File: src/rtl/hyperram_port_pkg.sv
// -----------------------------------------------------------------------------
// hyperram_port_pkg
//
// Shared definitions for the HyperRAM byte port:
//   state_e         - adapter FSM states (IDLE / WAIT / RESP)
//   LANE_HI/LANE_LO - lane select: even byte address -> [15:8], odd -> [7:0]
//   DS_LANE_*       - active-high byte-enable patterns for each lane
//   AS_MEMORY       - controller address-space value for memory accesses
//   LINEAR_BURST    - controller burst-type value (linear)
//   lane_to_ds()    - lane select -> byte enables
//   lane_byte()     - pick the selected byte out of a 16-bit word
// -----------------------------------------------------------------------------
package hyperram_port_pkg;

  typedef enum logic [1:0] {
    ST_IDLE = 2'd0,
    ST_WAIT = 2'd1,
    ST_RESP = 2'd2
  } state_e;

  localparam logic LANE_HI = 1'b0;
  localparam logic LANE_LO = 1'b1;

  localparam logic [1:0] DS_LANE_HI = 2'b10;
  localparam logic [1:0] DS_LANE_LO = 2'b01;

  localparam logic AS_MEMORY    = 1'b0;
  localparam logic LINEAR_BURST = 1'b1;

  function automatic logic [1:0] lane_to_ds(input logic lane);
    return (lane == LANE_LO) ? DS_LANE_LO : DS_LANE_HI;
  endfunction

  function automatic logic [7:0] lane_byte(input logic [15:0] word, input logic lane);
    return (lane == LANE_HI) ? word[15:8] : word[7:0];
  endfunction

endpackage

File: src/rtl/hyperram_rdbuf.sv
// -----------------------------------------------------------------------------
// hyperram_rdbuf
//
// One-word read buffer (tag, valid bit, 16-bit data) for the HyperRAM byte
// port. Only instantiated when HYPERRAM_BYTE_PORT_RDBUF_EN is defined.
//
// Ports:
//   clk, reset_b            clock, async active-low reset (clears valid)
//   inval                   clear the valid bit (wins over fill)
//   look_tag / hit / data   lookup: hit = valid && tag == look_tag
//   fill_en/fill_tag/fill_data  load a whole word and mark it valid
//   upd_en/upd_lane/upd_byte    write-through of one byte, applied only when
//                               the buffered word matches look_tag
// -----------------------------------------------------------------------------
module hyperram_rdbuf
  import hyperram_port_pkg::*;
#(
  parameter int TAG_BITS = 23
) (
  input  logic                clk,
  input  logic                reset_b,
  input  logic                inval,
  input  logic [TAG_BITS-1:0] look_tag,
  output logic                hit,
  output logic [15:0]         data,
  input  logic                fill_en,
  input  logic [TAG_BITS-1:0] fill_tag,
  input  logic [15:0]         fill_data,
  input  logic                upd_en,
  input  logic                upd_lane,
  input  logic [7:0]          upd_byte
);

  logic                valid;
  logic [TAG_BITS-1:0] tag;

  assign hit = valid && (tag == look_tag);

  // NOTE: sequential state is written with non-blocking assignments so every
  // flop samples pre-edge values regardless of block evaluation order.
  always_ff @(posedge clk or negedge reset_b) begin
    if (!reset_b) begin
      valid <= 1'b0;
    end else if (inval) begin
      valid <= 1'b0;
    end else if (fill_en) begin
      valid <= 1'b1;
    end
  end

  // NOTE: tag and data carry no reset; they are meaningless while valid=0,
  // and leaving them unreset keeps them plain enable flops.
  always_ff @(posedge clk) begin
    if (fill_en) begin
      tag  <= fill_tag;
      data <= fill_data;
    end else if (upd_en && hit) begin
      if (upd_lane == LANE_HI) data[15:8] <= upd_byte;
      else                     data[7:0]  <= upd_byte;
    end
  end

endmodule

File: src/rtl/hyperram_byte_port.sv
// -----------------------------------------------------------------------------
// hyperram_byte_port
//
// Byte-wide client adapter in front of the HyperRAM controller. Turns single
// byte read/write requests into 16-bit word transactions on the controller's
// toggle handshake (outstanding while req != ack).
//
// Optional feature: define HYPERRAM_BYTE_PORT_RDBUF_EN to add a one-word read
// buffer so repeated reads of the same word are served without a RAM access.
// Without it every read is a miss and inval is ignored.
//
// Ports:
//   clk, reset_b                 clock, async active-low reset
//   inval                        invalidate the read buffer
//   c_valid/c_ready/c_we         client request handshake and direction
//   c_addr, c_wdata              byte address and write byte
//   c_rdata, c_rvalid            read byte and its one-cycle strobe
//   as, linear_burst             constant controller attributes
//   we, a, d, ds                 controller command (held while outstanding)
//   q                            controller read data
//   req, ack                     request / completion toggles
// -----------------------------------------------------------------------------
module hyperram_byte_port
  import hyperram_port_pkg::*;
#(
  parameter int ADDR_BITS = 24
) (
  input  logic                 clk,
  input  logic                 reset_b,
  input  logic                 inval,
  input  logic                 c_valid,
  output logic                 c_ready,
  input  logic                 c_we,
  input  logic [ADDR_BITS-1:0] c_addr,
  input  logic [7:0]           c_wdata,
  output logic [7:0]           c_rdata,
  output logic                 c_rvalid,
  output logic                 as,
  output logic                 we,
  output logic                 linear_burst,
  output logic [31:0]          a,
  output logic [15:0]          d,
  output logic [1:0]           ds,
  input  logic [15:0]          q,
  output logic                 req,
  input  logic                 ack
);

  state_e state;
  logic   lane;      // lane of the outstanding access
  logic   is_read;   // outstanding access is a read
  logic   accept;
  logic   done;      // controller has caught up with our toggle
  logic   read_hit;  // buffered word matches and is usable this cycle
  logic [15:0] hit_data;

  assign as           = AS_MEMORY;
  assign linear_burst = LINEAR_BURST;
  assign c_ready      = (state == ST_IDLE);
  assign accept       = c_valid && c_ready;
  assign done         = (ack == req);

`ifdef HYPERRAM_BYTE_PORT_RDBUF_EN
  logic        buf_hit;
  logic        fill_en;
  logic        fill_block;

  // An inval seen while a read is in flight means the word about to arrive
  // may already be stale for whoever invalidated, so it must not be cached.
  always_ff @(posedge clk or negedge reset_b) begin
    if (!reset_b) begin
      fill_block <= 1'b0;
    end else if (accept) begin
      fill_block <= 1'b0;
    end else if (inval && (state != ST_IDLE)) begin
      fill_block <= 1'b1;
    end
  end

  assign fill_en  = (state == ST_WAIT) && done && is_read && !fill_block && !inval;
  assign read_hit = buf_hit && !inval;

  hyperram_rdbuf #(
    .TAG_BITS (ADDR_BITS - 1)
  ) u_rdbuf (
    .clk       (clk),
    .reset_b   (reset_b),
    .inval     (inval),
    .look_tag  (c_addr[ADDR_BITS-1:1]),
    .hit       (buf_hit),
    .data      (hit_data),
    .fill_en   (fill_en),
    .fill_tag  (a[ADDR_BITS-2:0]),
    .fill_data (q),
    .upd_en    (accept && c_we),
    .upd_lane  (c_addr[0]),
    .upd_byte  (c_wdata)
  );
`else
  logic unused_inval;

  assign unused_inval = inval;
  assign read_hit     = 1'b0;
  assign hit_data     = 16'h0000;
`endif

  always_ff @(posedge clk or negedge reset_b) begin
    if (!reset_b) begin
      state    <= ST_IDLE;
      req      <= 1'b0;
      c_rvalid <= 1'b0;
      c_rdata  <= 8'h00;
      we       <= 1'b0;
      a        <= 32'h0;
      d        <= 16'h0;
      ds       <= 2'b00;
      lane     <= LANE_HI;
      is_read  <= 1'b0;
    end else begin
      c_rvalid <= 1'b0;
      case (state)
        ST_IDLE: begin
          if (accept) begin
            if (!c_we && read_hit) begin
              c_rdata  <= lane_byte(hit_data, c_addr[0]);
              c_rvalid <= 1'b1;
            end else begin
              // Bus command only moves together with the req toggle, so it
              // is stable for the whole time the transaction is outstanding.
              we      <= c_we;
              a       <= 32'(c_addr[ADDR_BITS-1:1]);
              d       <= {c_wdata, c_wdata};
              ds      <= lane_to_ds(c_addr[0]);
              lane    <= c_addr[0];
              is_read <= !c_we;
              req     <= ~req;
              state   <= ST_WAIT;
            end
          end
        end
        ST_WAIT: begin
          if (done) begin
            // Read data is captured on the edge that sees completion so the
            // strobe appears during the RESP cycle itself.
            if (is_read) begin
              c_rdata  <= lane_byte(q, lane);
              c_rvalid <= 1'b1;
            end
            state <= ST_RESP;
          end
        end
        ST_RESP: state <= ST_IDLE;
        default: state <= ST_IDLE;
      endcase
    end
  end

endmodule

File: config.mk
export PLATFORM = sky130hd
export DESIGN_NAME = hyperram_byte_port
export DESIGN_NICKNAME = d
export VERILOG_FILES = /design/src/rtl/hyperram_port_pkg.sv /design/src/rtl/hyperram_rdbuf.sv /design/src/rtl/hyperram_byte_port.sv
export SDC_FILE = /design/constraint.sdc
export NUM_CORES = 1
export LEC_CHECK = 0
export BUFFER_PORTS_ARGS = -buffer_cell sky130_fd_sc_hd__buf_2
export CORE_MARGIN = 1.5
export CORE_UTILIZATION = 25
export CTS_CLUSTER_SIZE = 12
export DETAILED_ROUTE_END_ITERATION = 16
export MAX_ROUTING_LAYER = met4
export PLACE_DENSITY_LB_ADDON = 0.05
export SLEW_MARGIN = 10
export SYNTH_ARGS = -nofsm -noshare
export SYNTH_HDL_FRONTEND = slang
export SYNTH_SLANG_ARGS = --single-unit
export TNS_END_PERCENT = 20
File: constraint.sdc
create_clock -name clk -period 3.43 [get_ports clk]
set_input_delay 0.686 -clock clk [delete_from_list [all_inputs] [get_ports clk]]
set_output_delay 0.686 -clock clk [all_outputs]
set_load 0.005 [all_outputs]
==> key figures, run 1 <==
Outcome
  • Status: complete, no violations

Global route
  • Total track usage: approximately a tenth
  • Global-route wire length before repair: approximately 6400 um
  • Total grt overflow: 0
  • Vias in the first global route: roughly 1300
  • Initial antenna violation count: 0
  • Pin count of the biggest net entering global routing: 36

Timing
  • Slew headroom: 61.7%
  • Setup_tns: 0 ps
  • Skew final: around 4.2 ps
  • Unrepaired setup endpoints after global routing: false
  • Hold WS: between 300 and 400 ps
  • Tcrit/Tclk final: a little over half
  • Maximum clock rate: between 500 and 600 MHz
  • Worst-Margin Slew: 574 ps
  • Tmin final: 1790 ps
  • Hold Vio Cnt, Final: 0
  • Setup violators final: 0
  • Fin. max-slew vios: 0

Power and ir drop
  • Net Sw Power: 0.694 mW
  • Total power draw: ~2.3 mW
  • Pwr dens: 856 nW/um2
  • Share of total power in the clock network: between 10 and 15%
  • Worst vdd ir: around 260 uV
  • Sequential fraction of design power: about 45%
  • Leakage: roughly 1.3 nW
  • Switching portion of total power: 30.8%
  • Comb pwr share: 41.2%
  • Pint: about 1.6 mW

Clocking
  • Clock Tree Root: clkbuf_8
  • Clock Tree Buf Depth: 2
  • Post-CTS sizing: 0
  • Worst-path clk slew: 80 ps
  • Post-CTS Setup Inserts: 0
  • Skew-Pair Late Insertion Delay: slightly below 300 ps
  • Post-CTS Hold Buffers: 0
  • TritonCTS Buffers: 5
  • CTS HTree Levels: 2
  • CTS tree: built
  • Clk sinks: 47

Synth
  • Synthesis Warnings: 0
  • Seq/Total Area, Yosys: between 50% and 60%
  • Post-synthesis average cell area: ~15 um2
  • Synth cell types: 17
  • FF+latch count, synth: 47
  • Area of the mapped netlist: between 2000 and 2500 um2
  • Syn Inst Count: between 100 and 150

Route
  • Vias per inst: ~4
  • Via count: approximately 1300
  • DRT iter0 DRCs: 13
  • Routed len/inst: 12.4 um
  • Post-Route WL: 4180 um
  • ANT nets after route: 0
  • DRT Pass-1 Iters: 3
  • DRC Markers: 0

Setup path
  • RR Startpoint: req
  • Reg2reg setup slack: roughly 1700 ps
  • Worst setup SP type: input port
  • Worst r2r path cells: 3
  • Crit. End Element: flip-flop
  • Worst r2r dst: c_rdata[3]
  • Slowest cell on crit path: and4b_1
  • Crit Path Class: input port to flip-flop
  • CP delay by family, top: simple AND/OR/NAND/NOR gates
  • Largest stage delay, worst path: about 610 ps
  • Critical Path RT: 3610 ps
  • CP Buf/Inv Count: 1
  • Critical-path cell list: buf_2 -> xnor2_1 -> and4b_1 -> mux2_4
  • Crit-path max FO: 9
  • Critical Path AT: a little under 2000 ps

Die
  • Initial Util: a little over a quarter
  • Ports: between 100 and 150
  • Site Rows: 32
  • Die ar.: around 9000 um2
  • Core Area: roughly 8000 um2
  • Die width: about 94 um
  • Die Ht: ~94 um

Place
  • GPL Wtd Cong: 0.633
  • Port buffer count: 105
  • Dpl hpwl: 3050 um

Cells and area
  • Fin nets: 287
  • Layout cells sized above 1: between 70% and 80%
  • Layout Area Growth over Synthesis: 28.3%
  • Ant diodes: 0

Hold path
  • HP Class: input port to asynchronous set/reset pin

Run
  • Max-Cap Viols: 0
==> worst register-to-register path, stage by stage (launching register included) <==
cell and delay, ps:
dfrtp_1 420, xnor2_1 250, and4b_1 610, mux2_4 350
==> cell families after synthesis <==
| kind of cell | after synthesis | share of synthesized area (%) |
|---|---|---|
| buffers and inverters | 27 | 10.2 |
| other | 2 | 0.366 |
| AOI/OAI and AO/OA | 2 | 0.609 |
| DFF | 47 | 57.2 |
| muxes | 50 | 28.8 |
| xor gates and xnor gates | 2 | 0.853 |
| and+or+nand+nor | 6 | 1.89 |
==> area by class of cell <==
cell class                 instances  area, um2
clock buffer                       7       76.3
clock inverter                     1       5.00
fill                             822       5210
inverter                           1       3.75
multi-input combinational         71        707
sequential                        47       1180
tap                              102        128
timing repair buffer             107        541
==> Yosys cell counts <==
cell type  count  area, um2
nor2_1         3       11.3
xor2_1         1       8.76
mux2i_1        1       10.0
and4b_1        1       10.0
a211oi_1       1       7.51
mux2_4         8        120
nor3b_1        1       7.51
conb_1         2       7.51
mux2_2        41        462
xnor2_1        1       8.76
a21oi_1        1       5.00
buf_1          1       3.75
buf_4         21        158
buf_6          4       45.0
dfrtp_1       47       1180
inv_1          1       3.75
and3b_2        1       10.0
==> state kept, by name (all words and copies together) (netlist names) <==
name	flops
a	23
we	1
d	8
c_rdata	8
ds	2
is_read	1
c_rvalid	1
state	2
req	1
==> worst max path at each step <==
| stage | startpoint | to | slack (ps) | cells after the start |
|---|---|---|---|---|
| after CTS | ack | c_rdata[3] | 1620 | 4 |
| after floorplan | ack | c_rdata[0] | 1780 | 4 |
| final | ack | c_rdata[3] | 1640 | 4 |
| after global routing | state[1] | d[10] | 1580 | 3 |
| after detailed placement | ack | c_rdata[7] | 1310 | 4 |
| after global placement | ack | c_rdata[4] | 1290 | 4 |
==> through the flow <==
step                instances  utilization, %  area (um2)  setup WS [ps]
floorplan                 145               -        2090           1780
global placement          328            32.6        2550           1290
detailed placement        328            32.6        2550           1310
CTS                       336            33.6        2640           1620
global route              336            33.6        2640           1580
finish                    336            33.6        2640           1640
==> cells in the final DEF (no fill, tap or decap), drive strengths merged <==
master,n
buf,107
mux2,49
dfrtp,47
conb,11
clkbuf,7
nor2,3
xnor2,1
and4b,1
nor3b,1
inv,1
mux2i,1
xor2,1
and3b,1
a21oi,1
a211oi,1
clkinv,1
==> power groups by stage <==
stage | Clock (mW) | Sequential (mW) | Combinational [mW]
floorplan | 0 | 1.02 | 0.617
global placement | 0 | 1.01 | 0.956
detailed placement | 0 | 1.02 | 0.951
CTS | 0.340 | 1.01 | 0.954
global route | 0.358 | 1.05 | 1.03
finish | 0.322 | 1.00 | 0.930
==> layer usage <==
| layer | vias to the layer above | global-route usage (%) | part of all wire, % |
|---|---|---|---|
| met5 | - | - | 0 |
| met4 | 0 | 3.36 | 0.77 |
| met3 | 5 | 3.32 | 9.3 |
| met2 | 74 | 15.0 | 44 |
| met1 | 641 | 12.3 | 46 |
| li1 | 628 | - | - |
No activity file was read; power rests on OpenSTA's default activity.
==> inputs of run 2 (changes only) <==
==> constraint.sdc (replaced) <==
create_clock -name clk -period 1.45 [get_ports clk]
set_input_delay 0.29 -clock clk [delete_from_list [all_inputs] [get_ports clk]]
set_output_delay 0.29 -clock clk [all_outputs]
set_load 0.005 [all_outputs]
==> key figures, run 2 (synthesized netlist as in run 1, its figures left out) <==
Route
  • Routed len/inst: 12.5 um (+0.72%)
  • DRC Markers: 0 (unchanged)
  • ANT nets after route: 0 (unchanged)
  • Vias per inst: 3.99 (-0.51%)
  • DRT Pass-1 Iters: 2 (-1)
  • DRT iter0 DRCs: 11 (-2)
  • Post-Route WL: 4320 um (+3.4%)
  • Via count: 1377 (+2.2%)

Cells and area
  • Layout Utilization: 35.4% (+1.8 points)
  • Fill count: 835 (+1.6%)
  • Commonest cells after routing, fill and taps aside: 105 x buf_2, 47 x dfrtp_1, 41 x mux2_2
  • Most common cell after layout, fill and taps aside: buf_2
  • Layout cells sized above 1: 71.2% (+1.1 points)
  • Layout Area Growth over Synthesis: 35.1%
  • Non-filler instance count after layout: 345 (+2.7%)
  • Ant diodes: 0 (unchanged)
  • Fin nets: 296 (+3.1%)
  • Max reg flops: 23 (unchanged)
  • Most flops, register: a
  • Top flop regs: a: 23 flops, c_rdata: 8 flops, d: 8 flops
  • Final instance area: 2780 um2 (+5.3%)

Global route
  • Pin count of the biggest net entering global routing: 48 (+33%)
  • Initial antenna violation count: 0 (unchanged)
  • Total grt overflow: 0 (unchanged)
  • Total track usage: 10.1% (+0.20 points)
  • Vias in the first global route: 1371 (+3.5%)
  • Global-route wire length before repair: 6610 um (+2.8%)

Clocking
  • TritonCTS Buffers: 5 (unchanged)
  • CTS HTree Levels: 2 (unchanged)
  • Clock Tree Buf Depth: 2 (unchanged)
  • CTS tree: built
  • Skew-Pair Late Insertion Delay: 290 ps (about the same)
  • Worst-path clk slew: 90 ps (about the same)
  • Clk sinks: 47 (unchanged)
  • Clock Tree Root: clkbuf_8

Setup path
  • Crit Path Class: flip-flop to flip-flop
  • Slowest cell on crit path: dfrtp_1
  • Largest stage delay, worst path: 410 ps (-200 ps)
  • Worst r2r dst: a[17]
  • Critical Path AT: 1590 ps (-380 ps)
  • Reg2reg setup slack: 30 ps (-1650 ps)
  • CP startpoint: state[0]
  • Crit-path max FO: 18 (+9)
  • Critical Path Sink: a[17]
  • Critical-path cell list: nor3b_4 -> buf_4 -> clkbuf_16 -> mux2_2
  • Critical Path RT: 1620 ps (-1990 ps)
  • Worst r2r path cells: 4 (+1)
  • Crit. End Element: flip-flop
  • Worst setup SP type: flip-flop
  • RR Startpoint: state[0]

Power and ir drop
  • Worst vdd ir: 655 uV (+160%)
  • Total power draw: 5.58 mW (+150%)
  • Pwr dens: 2010 nW/um2 (+130%)
  • Leakage: 1.38 nW (+5.3%)

Die
  • Die width: 93.7 um (unchanged)
  • Initial Util: 26.2% (unchanged)
  • Die ar.: 8770 um2 (unchanged)
  • Core Area: 7850 um2 (unchanged)
  • Ports: 118 (unchanged)
  • Die Ht: 93.7 um (unchanged)
  • Site Rows: 32 (unchanged)

Timing
  • Setup violators final: 0 (unchanged)
  • Tmin final: 1420 ps
  • Tcrit/Tclk final: 97.6%
  • Unrepaired setup endpoints after global routing: true
  • Hold Vio Cnt, Final: 0 (unchanged)
  • Fin. max-slew vios: 0 (unchanged)
  • Maximum clock rate: slightly above 700 MHz
  • Final WS setup: 34.5 ps (-1610 ps)
  • Skew final: 8.37 ps (+4.15 ps)

Place
  • # placed instances: 333 (+1.5%)
  • DP Area: 2630 um2 (+2.9%)
  • GPL Wtd Cong: 0.618 (-2.3%)
  • Dpl hpwl: 2890 um (-5.1%)
  • Port buffer count: 105 (unchanged)
  • Pre-CTS WS: -45.4 ps (-1350 ps)

Run
  • Max-Cap Viols: 0 (unchanged)

Hold path
  • Hold_sp: c_addr[0]
  • HP Class: input port to flip-flop

Outcome
  • Status: complete, no violations
[run 2: changes by cell type in the layout (fill, tap and decap cells not counted), sizes merged]
cell         before  now
buf             107  114
clkbuf            7    8
dlygate4sd3       0    1
[run 2: metal layers]
layer | share of wire (%) | up-vias | track usage, %
li1 | - | 648 | -
met1 | 44 | 655 | 12.1
met2 | 47 | 72 | 16.3
met3 | 8.3 | 2 | 2.99
met4 | 0.49 | 0 | 2.99
met5 | 0 | - | -
[run 2: layout make-up]
cell class | instances | area (um2) | share of cell area (%)
flip-flops and latches | 47 | 1180 | 42.4
multi-input cells | 71 | 721 | 26.0
repair buffers | 116 | 666 | 24.0
well taps | 102 | 128 | 4.60
clock buffers | 7 | 76.3 | 2.75
clock inverters | 1 | 5.00 | 0.180
inverters | 1 | 3.75 | 0.135
[run 2: stage by stage]
| stage | setup TNS, ps | hold slack, ps |
|---|---|---|
| after floorplan | 0 | -5.59 |
| after global placement | -658 | 303 |
| after detailed placement | -721 | 301 |
| after CTS | 0 | 176 |
| after global routing | -311 | 176 |
| final | 0 | 188 |
[run 2: worst min-delay path by stage]
stage	end	slack (ps)	depth (start not counted)
CTS	is_read	180	2
finish	ds[1]	190	2
global placement	c_rdata[0]	300	2
global route	ds[1]	180	2
floorplan	a[0]	-6	0
detailed placement	c_rvalid	300	2
[run 2: critical path, delay by kind of cell (launching register included)]
family	cells	cell delay, ps
flip-flops	1	410
multiplexers	1	340
buffers and inverters	2	330
AND/OR/NAND/NOR	1	210
[run 2: power breakdown]
part | switching, mW | internal, mW | leakage, nW
clock | 0.413 | 0.339 | 0.0422
sequential | 0.384 | 1.98 | 0.555
combinational | 0.886 | 1.58 | 0.785
[run 2: repair_timing]
item                                   CTS  global route
resized for setup                        2             0
setup endpoints to repair               41            42
buffers inserted                         0             2
pin swaps                                2             2
endpoints found under the hold margin   47             0
hold buffers                             1             0
cloned                                   0             1
